File: config.mk
export PLATFORM = sky130hd
export DESIGN_NAME = count_sequencer
export DESIGN_NICKNAME = d
export VERILOG_FILES = /design/src/rtl/count_sequencer.sv
export SDC_FILE = /design/constraint.sdc
export NUM_CORES = 1
export LEC_CHECK = 0
export ABC_AREA = 1
export BUFFER_PORTS_ARGS = -buffer_cell sky130_fd_sc_hd__buf_2
export CAP_MARGIN = 20
export CORE_UTILIZATION = 50
export DETAILED_ROUTE_END_ITERATION = 8
export GPL_TIMING_DRIVEN = 0
export HOLD_SLACK_MARGIN = 0.06
export PLACE_DENSITY_LB_ADDON = 0.15
export SLEW_MARGIN = 5
export SYNTH_ARGS = -nofsm -noshare
export SYNTH_HDL_FRONTEND = slang
export SYNTH_SLANG_ARGS = --single-unit
export TNS_END_PERCENT = 50
File: constraint.sdc
create_clock -name clk -period 1.9 [get_ports clk]
set_clock_uncertainty 0.2 [all_clocks]
set_input_delay 0.285 -clock clk [delete_from_list [all_inputs] [get_ports clk]]
set_output_delay 0.285 -clock clk [all_outputs]
set_load 0.02 [all_outputs]
File: src/rtl/count_sequencer.sv
`default_nettype none
// ============================================================================
// Module      : count_sequencer
// Description : Control stage for an external N-bit step counter. Accepts a
//               job length, presets the counter to ~len so that it reaches
//               all-ones after exactly len increments, enables it once per
//               datapath step, and ends the job on the counter's
//               terminal-count flag with a one-cycle done pulse. A watchdog
//               ends a job whose terminal count never arrives and raises a
//               sticky error flag.
// Optional    : define SEQ_PAUSE_EN to add the 'pause' input. While pause is
//               high in RUN, no step is issued, the state is held and the
//               watchdog is frozen.
// Ports       : clk       - clock, all state changes on the rising edge
//               clr_n     - synchronous active-low reset
//               pause     - (SEQ_PAUSE_EN only) stall stepping in RUN
//               start     - job request, sampled only while ready=1
//               len       - job step count, captured on an accepted start
//               ready     - idle, start can be accepted
//               busy      - job in progress (LOAD or RUN)
//               done      - one-cycle pulse at job end
//               err       - watchdog fired, sticky until next accepted start
//               cnt_init  - counter preset value (~len_q)
//               cnt_ld    - counter load strobe
//               cnt_en    - counter increment enable
//               cnt_ov    - counter terminal-count flag (all-ones)
//               step_en   - datapath step strobe, equal to cnt_en
//               first     - marks the first step of a job
// Revision    : 1.0 - initial release
// ============================================================================

module count_sequencer #(
    parameter int N = 5
) (
    input  logic         clk,
    input  logic         clr_n,
`ifdef SEQ_PAUSE_EN
    input  logic         pause,
`endif
    input  logic         start,
    input  logic [N-1:0] len,
    output logic         ready,
    output logic         busy,
    output logic         done,
    output logic         err,
    output logic [N-1:0] cnt_init,
    output logic         cnt_ld,
    output logic         cnt_en,
    input  logic         cnt_ov,
    output logic         step_en,
    output logic         first
);

    // A healthy job spends at most 2^N RUN cycles (2^N-1 steps plus the
    // cycle that observes cnt_ov). The watchdog fires on the RUN cycle in
    // which its count would advance past 2^N.
    localparam logic [N:0] c_WDOG_LIMIT = {1'b1, {N{1'b0}}};
    localparam logic [N:0] c_WDOG_ONE   = {{N{1'b0}}, 1'b1};

    typedef enum logic [1:0] {
        S_IDLE = 2'd0,
        S_LOAD = 2'd1,
        S_RUN  = 2'd2,
        S_DONE = 2'd3
    } state_t;

    state_t       r_state;
    logic [N-1:0] r_len_q;
    logic         r_err;
    logic [N:0]   r_wdog;
    logic         r_first_pend;

    state_t       w_state_nxt;
    logic [N-1:0] w_len_nxt;
    logic         w_err_nxt;
    logic [N:0]   w_wdog_nxt;
    logic         w_first_nxt;

    logic         w_ready;
    logic         w_busy;
    logic         w_done;
    logic         w_ld;
    logic         w_step;
    logic         w_first;
    logic         w_pause;

`ifdef SEQ_PAUSE_EN
    assign w_pause = pause;
`else
    assign w_pause = 1'b0;
`endif

    // ------------------------------------------------------------------
    // State and datapath registers
    // ------------------------------------------------------------------
    always_ff @(posedge clk) begin
        if (!clr_n) begin
            r_state      <= S_IDLE;
            r_len_q      <= '0;
            r_err        <= 1'b0;
            r_wdog       <= '0;
            r_first_pend <= 1'b0;
        end else begin
            r_state      <= w_state_nxt;
            r_len_q      <= w_len_nxt;
            r_err        <= w_err_nxt;
            r_wdog       <= w_wdog_nxt;
            r_first_pend <= w_first_nxt;
        end
    end

    // ------------------------------------------------------------------
    // Next-state and output decode
    // ------------------------------------------------------------------
    always_comb begin
        w_state_nxt = r_state;
        w_len_nxt   = r_len_q;
        w_err_nxt   = r_err;
        w_wdog_nxt  = r_wdog;
        w_first_nxt = r_first_pend;

        w_ready     = 1'b0;
        w_busy      = 1'b0;
        w_done      = 1'b0;
        w_ld        = 1'b0;
        w_step      = 1'b0;
        w_first     = 1'b0;

        case (r_state)
            S_IDLE: begin
                w_ready = 1'b1;
                if (start) begin
                    w_err_nxt = 1'b0;
                    if (len != '0) begin
                        w_len_nxt   = len;
                        w_state_nxt = S_LOAD;
                    end else begin
                        // Zero-length job: nothing to count, finish at once.
                        w_state_nxt = S_DONE;
                    end
                end
            end

            S_LOAD: begin
                w_busy      = 1'b1;
                w_ld        = 1'b1;
                w_wdog_nxt  = '0;
                w_first_nxt = 1'b1;
                w_state_nxt = S_RUN;
            end

            S_RUN: begin
                w_busy = 1'b1;
                if (!w_pause) begin
                    w_step  = ~cnt_ov;
                    // 'first' waits for the first cycle that really steps,
                    // so a stalled first RUN cycle keeps it pending.
                    w_first = r_first_pend & ~cnt_ov;
                    if (!cnt_ov) begin
                        w_first_nxt = 1'b0;
                    end
                    if (cnt_ov) begin
                        w_state_nxt = S_DONE;
                    end else if (r_wdog == c_WDOG_LIMIT) begin
                        w_err_nxt   = 1'b1;
                        w_state_nxt = S_DONE;
                    end else begin
                        w_wdog_nxt = r_wdog + c_WDOG_ONE;
                    end
                end
            end

            S_DONE: begin
                w_done      = 1'b1;
                w_state_nxt = S_IDLE;
            end

            default: begin
                w_state_nxt = S_IDLE;
            end
        endcase
    end

    // ------------------------------------------------------------------
    // Outputs
    // ------------------------------------------------------------------
    assign ready    = w_ready;
    assign busy     = w_busy;
    assign done     = w_done;
    assign err      = r_err;
    assign cnt_init = ~r_len_q;
    assign cnt_ld   = w_ld;
    assign cnt_en   = w_step;
    assign step_en  = w_step;
    assign first    = w_first;

`ifndef SYNTHESIS
    // Exactly one of idle / in-progress / finishing at any time.
    a_state_onehot: assert property (@(posedge clk) $onehot({ready, busy, done}));
    // The counter is only ever advanced while a job is in progress.
    a_step_in_job:  assert property (@(posedge clk) cnt_en |-> busy);
`endif

endmodule

`default_nettype wire
Yosys cells after proc, flatten, opt, wreduce, memory -nomap -nowiden
Index checks and enable logic that the tools add are counted.
{"block": "totals", "regBits": 15, "latch_bits": 0, "ram_bits": 0, "romBits": 0, "in_bits": 9, "elab_cells": 48, "mem_count": 0}
{"block": "classes", "n_addsub": 1, "n_mul": 0, "div": 0, "order_cmp": 0, "n_eq_ne": 9, "shifts": 0, "muxes": 20, "n_bitwise": 3, "n_reduce_logical": 10}
{"op": "6-bit 2-to-1 mux", "n": 2}
{"op": "6-bit one-hot mux with 2 select lines", "n": 1}
{"op": "1-bit 2-to-1 mux", "n": 10}
{"op": "2-bit 2-to-1 mux", "n": 4}
{"op": "2-bit != test (second input constant)", "n": 4}
{"op": "2-bit one-hot mux with 4 select lines", "n": 1}
{"op": "6-bit by 1-bit adder with 6-bit output (second input constant)", "n": 1}
{"op": "6-bit equality test (second input constant)", "n": 1}
{"op": "3-bit AND reduction", "n": 2}
{"op": "5-bit NOT", "n": 1}
{"op": "5-bit nonzero test", "n": 1}
{"op": "2-bit equality test (second input constant)", "n": 2}
{"op": "1-bit one-hot mux with 2 select lines", "n": 2}
{"op": "2-bit AND reduction", "n": 2}
{"op": "4-bit AND reduction", "n": 1}
{"op": "2-bit nonzero test", "n": 2}
{"op": "3-bit != test (second input constant)", "n": 1}
{"op": "2-bit by 1-bit equality test with 1-bit output (second input constant)", "n": 1}
{"op": "2-bit zero test", "n": 1}
{"op": "2-bit OR reduction", "n": 1}
{"op": "1-bit AND", "n": 1}
{"op": "1-bit NOT", "n": 1}

Depth between registers and ports, before layout
{"block": "logic_depth", "word_depth": 4, "depth_mapped": 10}

Least setup slack after synthesis
Ideal clock, no wire load.
{"block": "synth_timing", "path_type": "register to output", "start": "reg r_state[0]", "end": "out first", "arrival_time_ns": 1.230, "setup_slack_ns": 0.185, "stages_incl_launch_ff": 7, "n_path_buf": 0, "cell_sequence": "dfxtp_1 inv_1 ha_1 inv_2 nor2_8 inv_1 nor2_1"}
{"block": "synth_between", "elab_chain_cells": 2}
{"element": "start: declaration", "line": "67", "rtl": "state_t r_state;"}
{"element": "start signal: assignment", "line": "104", "rtl": "r_state <= w_state_nxt;"}
{"element": "2-bit equality test", "line": "129", "rtl": "case (r_state)"}
{"element": "1-bit 2-to-1 mux", "line": "129"}
{"element": "end: declaration", "line": "51", "rtl": "output logic first"}
Every way passes these cells.

Worst setup path in the final report
Same ends and word-level chain as after synthesis.

==> results.tsv <==
metric	value	unit
outcome	finished clean	
p_per_area	1280	nW/µm²
post-route-min-period	1820	ps
gr-total-overflow	0	
slowest_stage	dfxtp_4	
multi_input_area	448	µm²
layout.nets	160	
hold_viol_final	0	
die-area	1830	µm²
r2r_start	r_wdog[0]	
cts.sinks	15	
ys_warn_count	0	
ys_types	21	
antenna-diode-count	0	
drive_gt1_frac	0.285	
timing.critical_path.buf_inv	4	
tightest_slew	279	ps
cts_tree	done	
maxSlewViolCount	0	
cts_max_level	1	
rr_worst_depth	10	
max-cap-violations	0	
clock_latency	280	ps
die_w	42.7	µm
grt_pass1_vias	682	
wl	1.65	mm
critPathMaxFanout	5	
regArea	305	µm²
start_util	0.544	
synth.top_cell.area_share	0.362	
synth_seq_cells	15	
num_vias	783	
min_path_type	in2reg	
holdWs	91.3	ps
antenna_found_initial	0	
netlist_area	830	µm²
dp_hpwl	1.24	mm
leakage	0.506	nW
crit_path_end_kind	output pin	
syn2layout_area_growth	24.4	%
yosys-top-cells-count	nand2_1, inv_1, dfxtp_1	
wl_per_cell	10.3	µm
finalCritPeriodShare	0.960	
track_usage	0.202	
cp-start-kind	register	
synthCells	116	
die_y	42.7	µm
grt_first_pass_wirelength	2.86	mm
synth_area_leaders	dfxtp_1, nand2_1, ha_1	
yosysMostFrequentCell	nand2_1	
fmax	548	MHz
path_depth	7	
synth_top_cell_by_area	dfxtp_1	
syn_nets	131	
critical_path_required	1410	ps
syn_avg_cell_area	7.15	µm²
core	1520	µm²
crit_path_start	r_state[0]	
rsz0062_at_grt	no	
cts_buffers	3	
cpMostUsedCell	inv_4	
ir_worst_vdd	1.01	mV
drc_errors	0	
hold_depth	3	
criticalPathCategory	reg2out	
critPathArrivalTime	1340	ps
clock-root-buffer	clkbuf_4	
seq_area_frac_synth	0.362	
slowest_delay	360	ps
cts.path.max_buffers	2	
final_antenna_net_count	0	
clk_pin_slew_worst_paths	100	ps
grt_max_degree	11	
hp-start	len[1]	
yosys_most_used_dff	dfxtp_1	
row_count	14	
synth_edf_count	0	
fill_cells	145	
io_buffers	21	
crit_family	flip-flops	
ioPinCount	22	
viasPerCell	4.89	
place_congestion	0.838	
drtIter0Drc	8	
tns	0	ps
cp_cell_sequence	inv_4 > ha_4 > inv_4 > nor2_8 > inv_2 > nor2_1 > buf_4	
setup_viol	0	
async_flop_share	0	
firstDrtPassIters	4	
slew_headroom	0.813	
==> flip-flops by register name, summed over array words and instances, names as in the netlist <==
| register | count |
|---|---|
| r_state | 2 |
| r_len_q | 5 |
| err | 1 |
| r_first_pend | 1 |
| r_wdog | 6 |
==> path summary, 6_finish.rpt <==
path / to / slack (ps)
setup / recovery: first / 80
hold / removal: r_len_q[1] / 90
setup reg to reg: r_wdog[2] / 320
hold reg to reg: r_len_q[1] / 250
==> layout by cell type, fill, tap and decap left out, types with 2 or more instances in the layout <==
cell	count
nand2_1	23
buf_2	20
inv_1	16
nor2_1	14
dfxtp_1	13
a21oi_1	12
o21ai_0	8
nand3_1	5
ha_1	5
buf_4	4
clkbuf_4	3
inv_4	2
inv_2	2
nand2_4	2
==> layer usage <==
layer / global-route usage / vias up / wire length, µm
met3: 0.0255 / 2 / 64
met2: 0.333 / 21 / 812
met4: 0.0875 / 0 / 1
li1: - / 425 / -
met5: 0 / - / 0
met1: 0.263 / 335 / 773
==> worst min-delay path, delay by kind of cell <==
| kind | cells | cell delay [ps] |
|---|---|---|
| compound gates | 2 | 170 |
| buf+inv | 1 | 80 |
==> logic make-up (layout without fill, tap and decap cells) <==
| kind of cell | count (synthesis) | count (layout) | share of synthesized area |
|---|---|---|---|
| and+or+nand+nor | 49 | 49 | 0.281 |
| AOI/OAI and AO/OA | 23 | 23 | 0.143 |
| buffers and inverters | 22 | 50 | 0.113 |
| DFF | 15 | 15 | 0.362 |
| adders and majority gates | 6 | 6 | 0.0905 |
| xor gates and xnor gates | 1 | 1 | 0.0106 |
==> cell type report <==
cell class                 instances  share of cell area
clock buffer                       3              0.0218
timing repair buffer              24               0.128
buffer                             2              0.0182
multi-input combinational         79               0.434
sequential                        15               0.296
clock inverter                     1             0.00485
tap                               16              0.0194
inverter                          20              0.0776
==> report_power, final <==
group	switching (W)	total [W]	internal, W
Combinational	0.000455	0.000709	0.000254
Clock	0.000110	0.000188	0.0000781
Sequential	0.0000412	0.000429	0.000388
==> metrics by stage <==
step,utilization,setup slack (ps),instances,instance area [µm²],total power [W]
floorplan,-,185,116,830,0.000913
global placement,0.626,196,153,955,0.00105
detailed placement,0.626,154,153,955,0.00107
CTS,0.662,10.6,158,1010,0.00129
global route,0.677,2.28,160,1030,0.00144
finish,0.677,76.7,160,1030,0.00133
==> timing repair <==
item	4_1_cts	5_1_grt
setup endpoints to repair	3	2
hold endpoints to repair	1	0
resized for setup	5	5
pin swaps	0	2
setup buffers	0	2
hold buffers	1	0
gates cloned	0	0
(Power assumes the default switching activity.)
